==> config.mk <==
export PLATFORM = sky130hd
export DESIGN_NAME = operand_serializer
export DESIGN_NICKNAME = d
export VERILOG_FILES = /design/src/rtl/comparator_pkg.sv /design/src/rtl/operand_serializer_piso.sv /design/src/rtl/operand_serializer.sv
export SDC_FILE = /design/constraint.sdc
export NUM_CORES = 1
export LEC_CHECK = 0
export BUFFER_PORTS_ARGS = -buffer_cell sky130_fd_sc_hd__clkbuf_2
export CAP_MARGIN = 20
export CORE_AREA = 5 5 118 232
export CTS_CLUSTER_DIAMETER = 50
export DETAILED_ROUTE_END_ITERATION = 6
export DIE_AREA = 0 0 123 237
export GPL_TIMING_DRIVEN = 0
export PLACE_DENSITY = 0.46
export RECOVER_POWER = 25
export SYNTH_ARGS = -nofsm -noshare
export SYNTH_HDL_FRONTEND = slang
export SYNTH_HIERARCHICAL = 1
export SYNTH_SLANG_ARGS = --single-unit
==> constraint.sdc <==
create_clock -name clk -period 2.66 [get_ports clk]
set_input_delay 0 -clock clk [delete_from_list [all_inputs] [get_ports clk]]
set_output_delay 0 -clock clk [all_outputs]
set_load 0.01 [all_outputs]
==> src/rtl/comparator_pkg.sv <==
// comparator_pkg: shared width default and serializer state encoding for the serial comparator path.
package comparator_pkg;
  localparam int DEFAULT_WIDTH = 32;
  typedef enum logic [1:0] {IDLE, SHIFT, PAR, DONE} ser_state_t;
endpackage

==> src/rtl/operand_serializer_piso.sv <==
// piso_shift_reg: WIDTH-bit parallel-in/serial-out register, MSB first, load has priority over shift.
module piso_shift_reg #(
  parameter int WIDTH = 32
) (
  input  logic             clk,
  input  logic             rst,
  input  logic             load,
  input  logic             shift,
  input  logic [WIDTH-1:0] d,
  output logic             msb
);
  logic [WIDTH-1:0] r_q;
  always_ff @(posedge clk)
    if (!rst) r_q <= '0;
    else if (load) r_q <= d;
    else if (shift) r_q <= {r_q[WIDTH-2:0], 1'b0};
  assign msb = r_q[WIDTH-1];
endmodule

==> src/rtl/operand_serializer.sv <==
// operand_serializer: feeds operand pairs to the comparator bit-serially (MSB first) or in one parallel strobe.
// Define OPERAND_SERIALIZER_EARLY_STOP_EN to end a serial transfer at the first differing bit pair.
module operand_serializer
  import comparator_pkg::*;
#(
  parameter int WIDTH = DEFAULT_WIDTH
) (
  input  logic             clk,
  input  logic             rst,
  input  logic             in_valid,
  output logic             in_ready,
  input  logic             mode,
  input  logic [WIDTH-1:0] a,
  input  logic [WIDTH-1:0] b,
  output logic             ser_a,
  output logic             ser_b,
  output logic             bit_valid,
  output logic             first_bit,
  output logic             last_bit,
  output logic [WIDTH-1:0] par_a,
  output logic [WIDTH-1:0] par_b,
  output logic             par_valid,
  output logic             busy,
  output logic             done
);
  localparam int CW = $clog2(WIDTH);
  localparam logic [CW-1:0] TOP = CW'(WIDTH - 1);
  ser_state_t       r_state;
  logic [CW-1:0]    r_cnt;
  logic             r_in_ready;
  logic [WIDTH-1:0] r_par_a, r_par_b;
  logic             w_accept, w_shift, w_msb_a, w_msb_b, w_last;
  assign w_accept = r_state == IDLE && r_in_ready && in_valid;
  assign w_shift  = r_state == SHIFT;
  piso_shift_reg #(.WIDTH(WIDTH)) u_sr_a (
    .clk(clk), .rst(rst), .load(w_accept), .shift(w_shift), .d(a), .msb(w_msb_a)
  );
  piso_shift_reg #(.WIDTH(WIDTH)) u_sr_b (
    .clk(clk), .rst(rst), .load(w_accept), .shift(w_shift), .d(b), .msb(w_msb_b)
  );
`ifdef OPERAND_SERIALIZER_EARLY_STOP_EN
  // lower bits cannot change the result once the pair differs
  assign w_last = w_shift && (r_cnt == '0 || w_msb_a != w_msb_b);
`else
  assign w_last = w_shift && r_cnt == '0;
`endif
  // in_ready is its own flop so it stays low for one cycle after reset release
  always_ff @(posedge clk)
    if (!rst) begin
      r_state    <= IDLE;
      r_cnt      <= '0;
      r_in_ready <= 1'b0;
      r_par_a    <= '0;
      r_par_b    <= '0;
    end else begin
      r_in_ready <= r_state == DONE || (r_state == IDLE && !w_accept);
      if (w_accept) begin
        r_par_a <= a;
        r_par_b <= b;
        r_cnt   <= TOP;
      end else if (w_shift && !w_last) r_cnt <= r_cnt - CW'(1);
      r_state <= w_accept ? (mode ? SHIFT : PAR) :
                 r_state == SHIFT ? (w_last ? DONE : SHIFT) :
                 r_state == PAR ? DONE : IDLE;
    end
  assign in_ready  = r_in_ready;
  assign busy      = r_state != IDLE;
  assign bit_valid = w_shift;
  assign ser_a     = w_shift & w_msb_a;
  assign ser_b     = w_shift & w_msb_b;
  assign first_bit = w_shift && r_cnt == TOP;
  assign last_bit  = w_last;
  assign par_valid = r_state == PAR;
  assign done      = r_state == DONE;
  assign par_a     = r_par_a;
  assign par_b     = r_par_b;
endmodule
==> metrics.txt, run 1 <==
area grow syn2layout 36.9%; Worst-path clk slew ~0.060 ns; Primary FF master, synth dfxtp_1; Die X approximately 120 um; first-pass GRT wire length between 20 and 30 mm; Logic pwr share about two fifths; Req. time, crit path 2.98 ns; vias per inst between 4 and 5; gpl congestion just over 0.7; cell chain of the critical path inv_1 -> ha_1 -> nand3_2 -> clkinv_1 -> buf_6 -> buf_2 -> buf_2 -> o211a_1; final WL roughly 17 mm; vias in the first global route between 5000 and 6000; Total GRT Usage ~12%; fin nets slightly above 900; TritonCTS clock tree done; worst setup path class reg2reg; final hold vios 0; Worst Tran Pin Value around 0.70 ns; Crit path largest cell delay 0.37 ns; Max Cap Violations 0; Remaining Overflow, GRT 0; router iterations before antenna repair 4; PnR worst setup slack about 0.23 ns; ys async rst share 0%; fin crit share 91.2%; Clock power frac a little over a quarter; H-Tree Depth 4; dominant cell type by area after synthesis dfxtp_1; DP Wirelength 12.1 mm; crit-path leading delay family buffers and inverters; CP Launch Type flop; setup repair bufs after CTS 0; TritonCTS Buffers 17; net switching power approximately 0.0028 W; pre-CTS WS -0.433 ns; CP bufs+invs 5; kind of end point of the critical path flop; CP max stage cell clkinv_1; syn avg cell area 10.2 um2; vias roughly 5100; Die Footprint ~29000 um2; Seq/Total Area, Yosys 43.5%; number of distinct library cells after synthesis 34; fin crit period roughly 2.4 ns; pwr dens between 900 and 1000 nW/um2; peak supply drop 0.434 mV; Worst EP arrival ~2.8 ns; leakage ~4 nW; top cells by area, synth dfxtp_1 (44%), mux2_4 (14%), o211a_1 (10%); wire length on met2 7.83 mm; Cell Count, Final, Fillers Out 1193; Synth Instances a little over 600; share of the synthesized area in the top cell type a little over two fifths; sequential share of power roughly a third; RSZ-0062 raised after global routing no; fin. max-slew vios 0; I/O Buffers 140; initial drt markers 173; post-route ant nets 0; FF+latch count, synth between 100 and 150; max frequency slightly above 0.4 GHz; share of layout cells above drive strength 1 roughly a quarter; Max FO, Critical Path 29; most used cell, CP buf_2; antenna diode count 0; CTS sink count ~140; Final setup viols 0; pin count of the biggest net entering global routing 30; Die Height 237 um; Clock Skews between 0.006 and 0.007 ns; Post-route DRC 0; placed cell count ~1100; num rows 83; initial antenna violation count 0; Max-slew headroom a little over half; IO Pins roughly 140; Syn Std Cell Area about 6300 um2; uppermost routed layer met4; status finished, final reports clean; Syn Nets just under 700; wire per inst about 15 um; sw frac 33.0%; Pwr Total 0.00847 W; P_int approximately 0.0057 W; Max Root-Sink Buffers 2; number of synthesized flops with an enable pin 0; Placeable Area around 25000 um2; Hold Path Class in2reg; Met3 Wirelength around 940 um; clk_lat worst skew around 0.43 ns; Syn. warnings 6; Initial Util between 20% and 30%; Root Driver clkbuf_16; DRT met1 WL between 8 and 9 mm
sequential cells by signal, indices dropped and copies added (netlist names):
signal	flops
r_cnt	5
in_ready	1
r_state	2
par_b	32
u_sr_b/r_q	32
par_a	32
u_sr_a/r_q	32
area by class of cell:
cell class | count | area (um2)
multi-input cells | 423 | 3240
plain buffers | 50 | 282
repair buffers | 206 | 1300
inverters | 6 | 22.5
flip-flops and latches | 136 | 2720
well taps | 340 | 425
clock buffers | 25 | 505
fillers | 2679 | 16900
clock inverters | 7 | 66.3
logic make-up after synthesis:
kind of cell,count (synthesis),synth area share (%)
and+or+nand+nor,216,16.7
DFF,136,43.5
adders and majority gates,6,1.20
AOI/OAI and AO/OA,139,19.2
muxes,62,14.6
buffers and inverters,56,4.72
power by group through the flow:
| stage | registers, W | clock network (W) | logic [W] |
|---|---|---|---|
| 6_report | 0.00294 | 0.00230 | 0.00324 |
| 5_1_grt | 0.00301 | 0.00248 | 0.00359 |
| 4_1_cts | 0.00294 | 0.00240 | 0.00334 |
| 3_5_place_dp | 0.00298 | 0 | 0.00324 |
| 3_3_place_gp | 0.00297 | 0 | 0.00321 |
| 2_1_floorplan | 0.00299 | 0 | 0.00232 |
metrics by stage:
step	util [%]	TNS, ns	instance area [um2]	hold slack, ns
after floorplan	-	0	6250	0.133
after detailed placement	29.0	-20.53	7380	0.256
after global routing	33.6	0	8560	0.186
after CTS	33.9	0	8620	0.127
final	33.6	0	8560	0.149
after global placement	29.0	-19.61	7380	0.250
layer usage:
metal / GRT usage [%] / vias up
li1: - / 2557
met1: 16.3 / 2348
met2: 19.4 / 147
met3: 2.61 / 20
met4: 5.65 / 0
met5: 0 / -
cell usage in the layout (no fill, tap or decap), types with 2 or more instances in the layout:
cell type	netlist	layout
dfxtp_1	136	136
nand2_1	135	135
clkbuf_2	0	90
clkbuf_1	30	83
a21boi_0	67	67
dlygate4sd3_1	0	66
o211a_1	63	63
mux2_4	58	58
nand2b_1	42	42
or2b_1	20	20
clkbuf_16	0	17
buf_6	8	9
buf_2	8	7
ha_1	6	6
inv_1	5	5
clkbuf_8	0	5
clkinv_2	0	4
buf_4	4	4
mux2_2	4	4
nor2_1	3	3
and2_1	2	2
nand3_1	3	2
a21oi_1	2	2
nand4_1	2	2
or3b_1	2	2
a21boi_1	2	2
path summary, 6_finish.rpt:
path,cells after the start,endpoint,slack (ns),startpoint
setup / recovery,8,u_sr_b/r_q[6]$_SDFFE_PN0P_,0.23,r_state[0]$_SDFF_PN0_
hold / removal,4,in_ready$_SDFF_PN0_,0.15,in_valid
setup reg to reg,8,u_sr_b/r_q[6]$_SDFFE_PN0P_,0.23,r_state[0]$_SDFF_PN0_
hold reg to reg,2,par_b[17]$_SDFFE_PN0P_,0.46,par_b[17]$_SDFFE_PN0P_
cells in the mapped netlist (2+ instances only):
cell type and count:
a21boi_1 2, clkbuf_1 30, a21oi_1 2, nand4_1 2
nand3_1 3, buf_6 8, nor2_1 3, or2b_1 20
buf_2 8, dfxtp_1 136, inv_1 5, and2_1 2
or3b_1 2, nand2_1 135, buf_4 4, mux2_2 4
mux2_4 58, o211a_1 63, ha_1 6, a21boi_0 67
nand2b_1 42
timing repair:
action                                  CTS  global route
endpoints found under the setup margin   64            28
gates resized for setup                   2             5
pin swaps                                 0             0
hold endpoints to repair                130             0
hold buffers                             66             0
worst reg2reg max path: cells and delay by family (launching register included):
| kind | cells | cell delay, ns |
|---|---|---|
| buf+inv | 5 | 1.22 |
| flops | 1 | 0.35 |
| simple gates | 1 | 0.27 |
| fa+ha+maj | 1 | 0.24 |
| compound gates | 1 | 0.24 |
(Power assumes the default switching activity.)
==> run 2, diff against run 1 <==
- CTS_BUF_LIST: not set -> sky130_fd_sc_hd__clkbuf_16
- SKIP_LAST_GASP: not set -> 1
==> run 2 against run 1 <==
Compared with the run above: fmax decreased by 0.16%; final cell count unchanged; design area decreased by 0.58%; first-iteration DRC count decreased by 5.2%; clock-buffer cell count decreased by 8; via count about the same; die area unchanged; critical path type unchanged; largest cell class unchanged; highest routed layer unchanged.
==> metrics.txt, run 2 (synthesized netlist as in run 1, its figures left out) <==
vias in the first global route 5412 (-0.055%); most used cell, CP buf_2; cell chain of the critical path inv_1 -> ha_1 -> nand3_2 -> clkinv_1 -> buf_6 -> buf_2 -> buf_2 -> o211a_1; Final setup viols 0 (unchanged); multi-input gate area in the final layout 3240 um2 (unchanged); vias per inst 4.25 (about the same); Hold Path Class in2reg; share of layout cells above drive strength 1 23.2% (-0.59 points); Max Root-Sink Buffers 2 (unchanged); pwr dens 977 nW/um2 (-1.3%); peak supply drop 0.435 mV (+0.15%); antenna diode count 0 (unchanged); commonest non-fill, non-tap cell in the layout dfxtp_1; Die X 123 um (unchanged); Die Height 237 um (unchanged); area grow syn2layout 36.1%; Final TNS setup 0 ns (unchanged); max frequency 0.411 GHz (-0.16%); H-Tree Depth 4 (unchanged); area post-placement 7380 um2 (unchanged); fin. max-slew vios 0 (unchanged); CP bufs+invs 5 (unchanged); TritonCTS clock tree done; Clock Skews 0.00540 ns (-0.000700 ns); post-route ant nets 0 (unchanged); FF/Latch Area 2720 um2 (unchanged); num rows 83 (unchanged); leakage 3.99 nW (-0.39%); initial drt markers 164 (-5.2%); CTS sink count 136 (unchanged); vias 5068 (-0.079%); PnR worst setup slack 0.229 ns (-0.00397 ns); DP Wirelength 12.1 mm (unchanged); final WL 17.5 mm (about the same); final hold vios 0 (unchanged); most frequent cells in the layout dfxtp_1 (136), nand2_1 (135), clkbuf_2 (90), clkbuf_1 (80), a21boi_0 (67); kind of end point of the critical path flop; Post-route DRC 0 (unchanged); Initial Util 24.6% (unchanged); wire per inst 14.6 um (about the same); IO Pins 141 (unchanged); fin crit period 2.43 ns (+0.00397 ns); pre-CTS WS -0.433 ns (unchanged); router iterations before antenna repair 4 (unchanged); Crit path largest cell delay 0.37 ns (about the same); Max FO, Critical Path 29 (unchanged); WHS 0.149 ns (-0.000136 ns); fin nets 914 (unchanged); TritonCTS Buffers 17 (unchanged); gpl congestion 0.723 (unchanged); Worst EP arrival 2.75 ns (about the same); initial antenna violation count 0 (unchanged); crit-path leading delay family buffers and inverters; I/O Buffers 140 (unchanged); Fill cells 2685 (+0.22%); status finished, final reports clean; clk_lat worst skew 0.43 ns (about the same); Remaining Overflow, GRT 0 (unchanged); Root Driver clkbuf_16; pin count of the biggest net entering global routing 30 (unchanged); Worst-path clk slew 0.06 ns (about the same); fin crit share 91.4% (+0.15 points); cell area after layout 8510 um2 (-0.58%); Worst Tran Pin Value 0.704 ns (+0.00508 ns); Max-slew headroom 53.0% (-0.34 points); Max Cap Violations 0 (unchanged); worst setup path class reg2reg; CP Launch Type flop; RSZ-0062 raised after global routing no; first-pass GRT wire length 28.2 mm (+0.22%); Die Footprint 29200 um2 (unchanged); Total GRT Usage 12.5% (+0.034 points); Pwr Total 0.00832 W (-1.9%); CP max stage cell clkinv_1; Placeable Area 25400 um2 (unchanged); Req. time, crit path 2.98 ns (about the same)
run 2: routing by layer:
layer	vias to the layer above	share of wire, %	global-route usage, %
li1	2560	-	-
met3	19	5.4	2.68
met4	0	2.1	5.65
met5	-	0	0
met1	2346	47	16.3
met2	143	45	19.5
run 2: through the flow:
| step | util (%) | instances |
|---|---|---|
| 6_report | 33.4 | 1193 |
| 5_1_grt | 33.4 | 1193 |
| 4_1_cts | 33.7 | 1193 |
| 3_5_place_dp | 29.0 | 1095 |
| 3_3_place_gp | 29.0 | 1095 |
| 2_1_floorplan | - | 615 |
run 2: worst paths after layout:
| path | startpoint | endpoint | slack (ns) | cells after the start |
|---|---|---|---|---|
| max | r_state[0]$_SDFF_PN0_ | u_sr_b/r_q[6]$_SDFFE_PN0P_ | 0.23 | 8 |
| min reg2reg | par_b[17]$_SDFFE_PN0P_ | par_b[17]$_SDFFE_PN0P_ | 0.46 | 2 |
| min | in_valid | in_ready$_SDFF_PN0_ | 0.15 | 4 |
| max reg2reg | r_state[0]$_SDFF_PN0_ | u_sr_b/r_q[6]$_SDFFE_PN0P_ | 0.23 | 8 |
run 2: timing repair:
action / 4_1_cts / 5_1_grt
endpoints found under the hold margin: 130 / 0
buffers inserted: 0 / 0
endpoints found under the setup margin: 64 / 28
hold buffers: 66 / 0
resized for setup: 2 / 5
run 2: layout make-up:
class | instances | share of cell area, %
multi-input combinational | 423 | 38.1
sequential | 136 | 32.0
timing repair buffer | 206 | 15.2
clock buffer | 17 | 5.00
tap | 340 | 5.00
buffer | 50 | 3.31
clock inverter | 15 | 1.13
inverter | 6 | 0.265
run 2: worst register-to-register path, delay by kind of cell (launching register included):
kind	cells	cell delay, ns
buffers and inverters	5	1.22
adder cells (fa/ha/maj)	1	0.24
flip-flops	1	0.35
AO/OA/AOI/OAI	1	0.24
AND/OR/NAND/NOR	1	0.27
run 2: report_power, final:
group	leakage, nW	switching, W	internal [W]	total (W)
clock network	0.267	0.000888	0.00125	0.00214
logic	2.61	0.00159	0.00166	0.00324
registers	1.11	0.000319	0.00262	0.00294
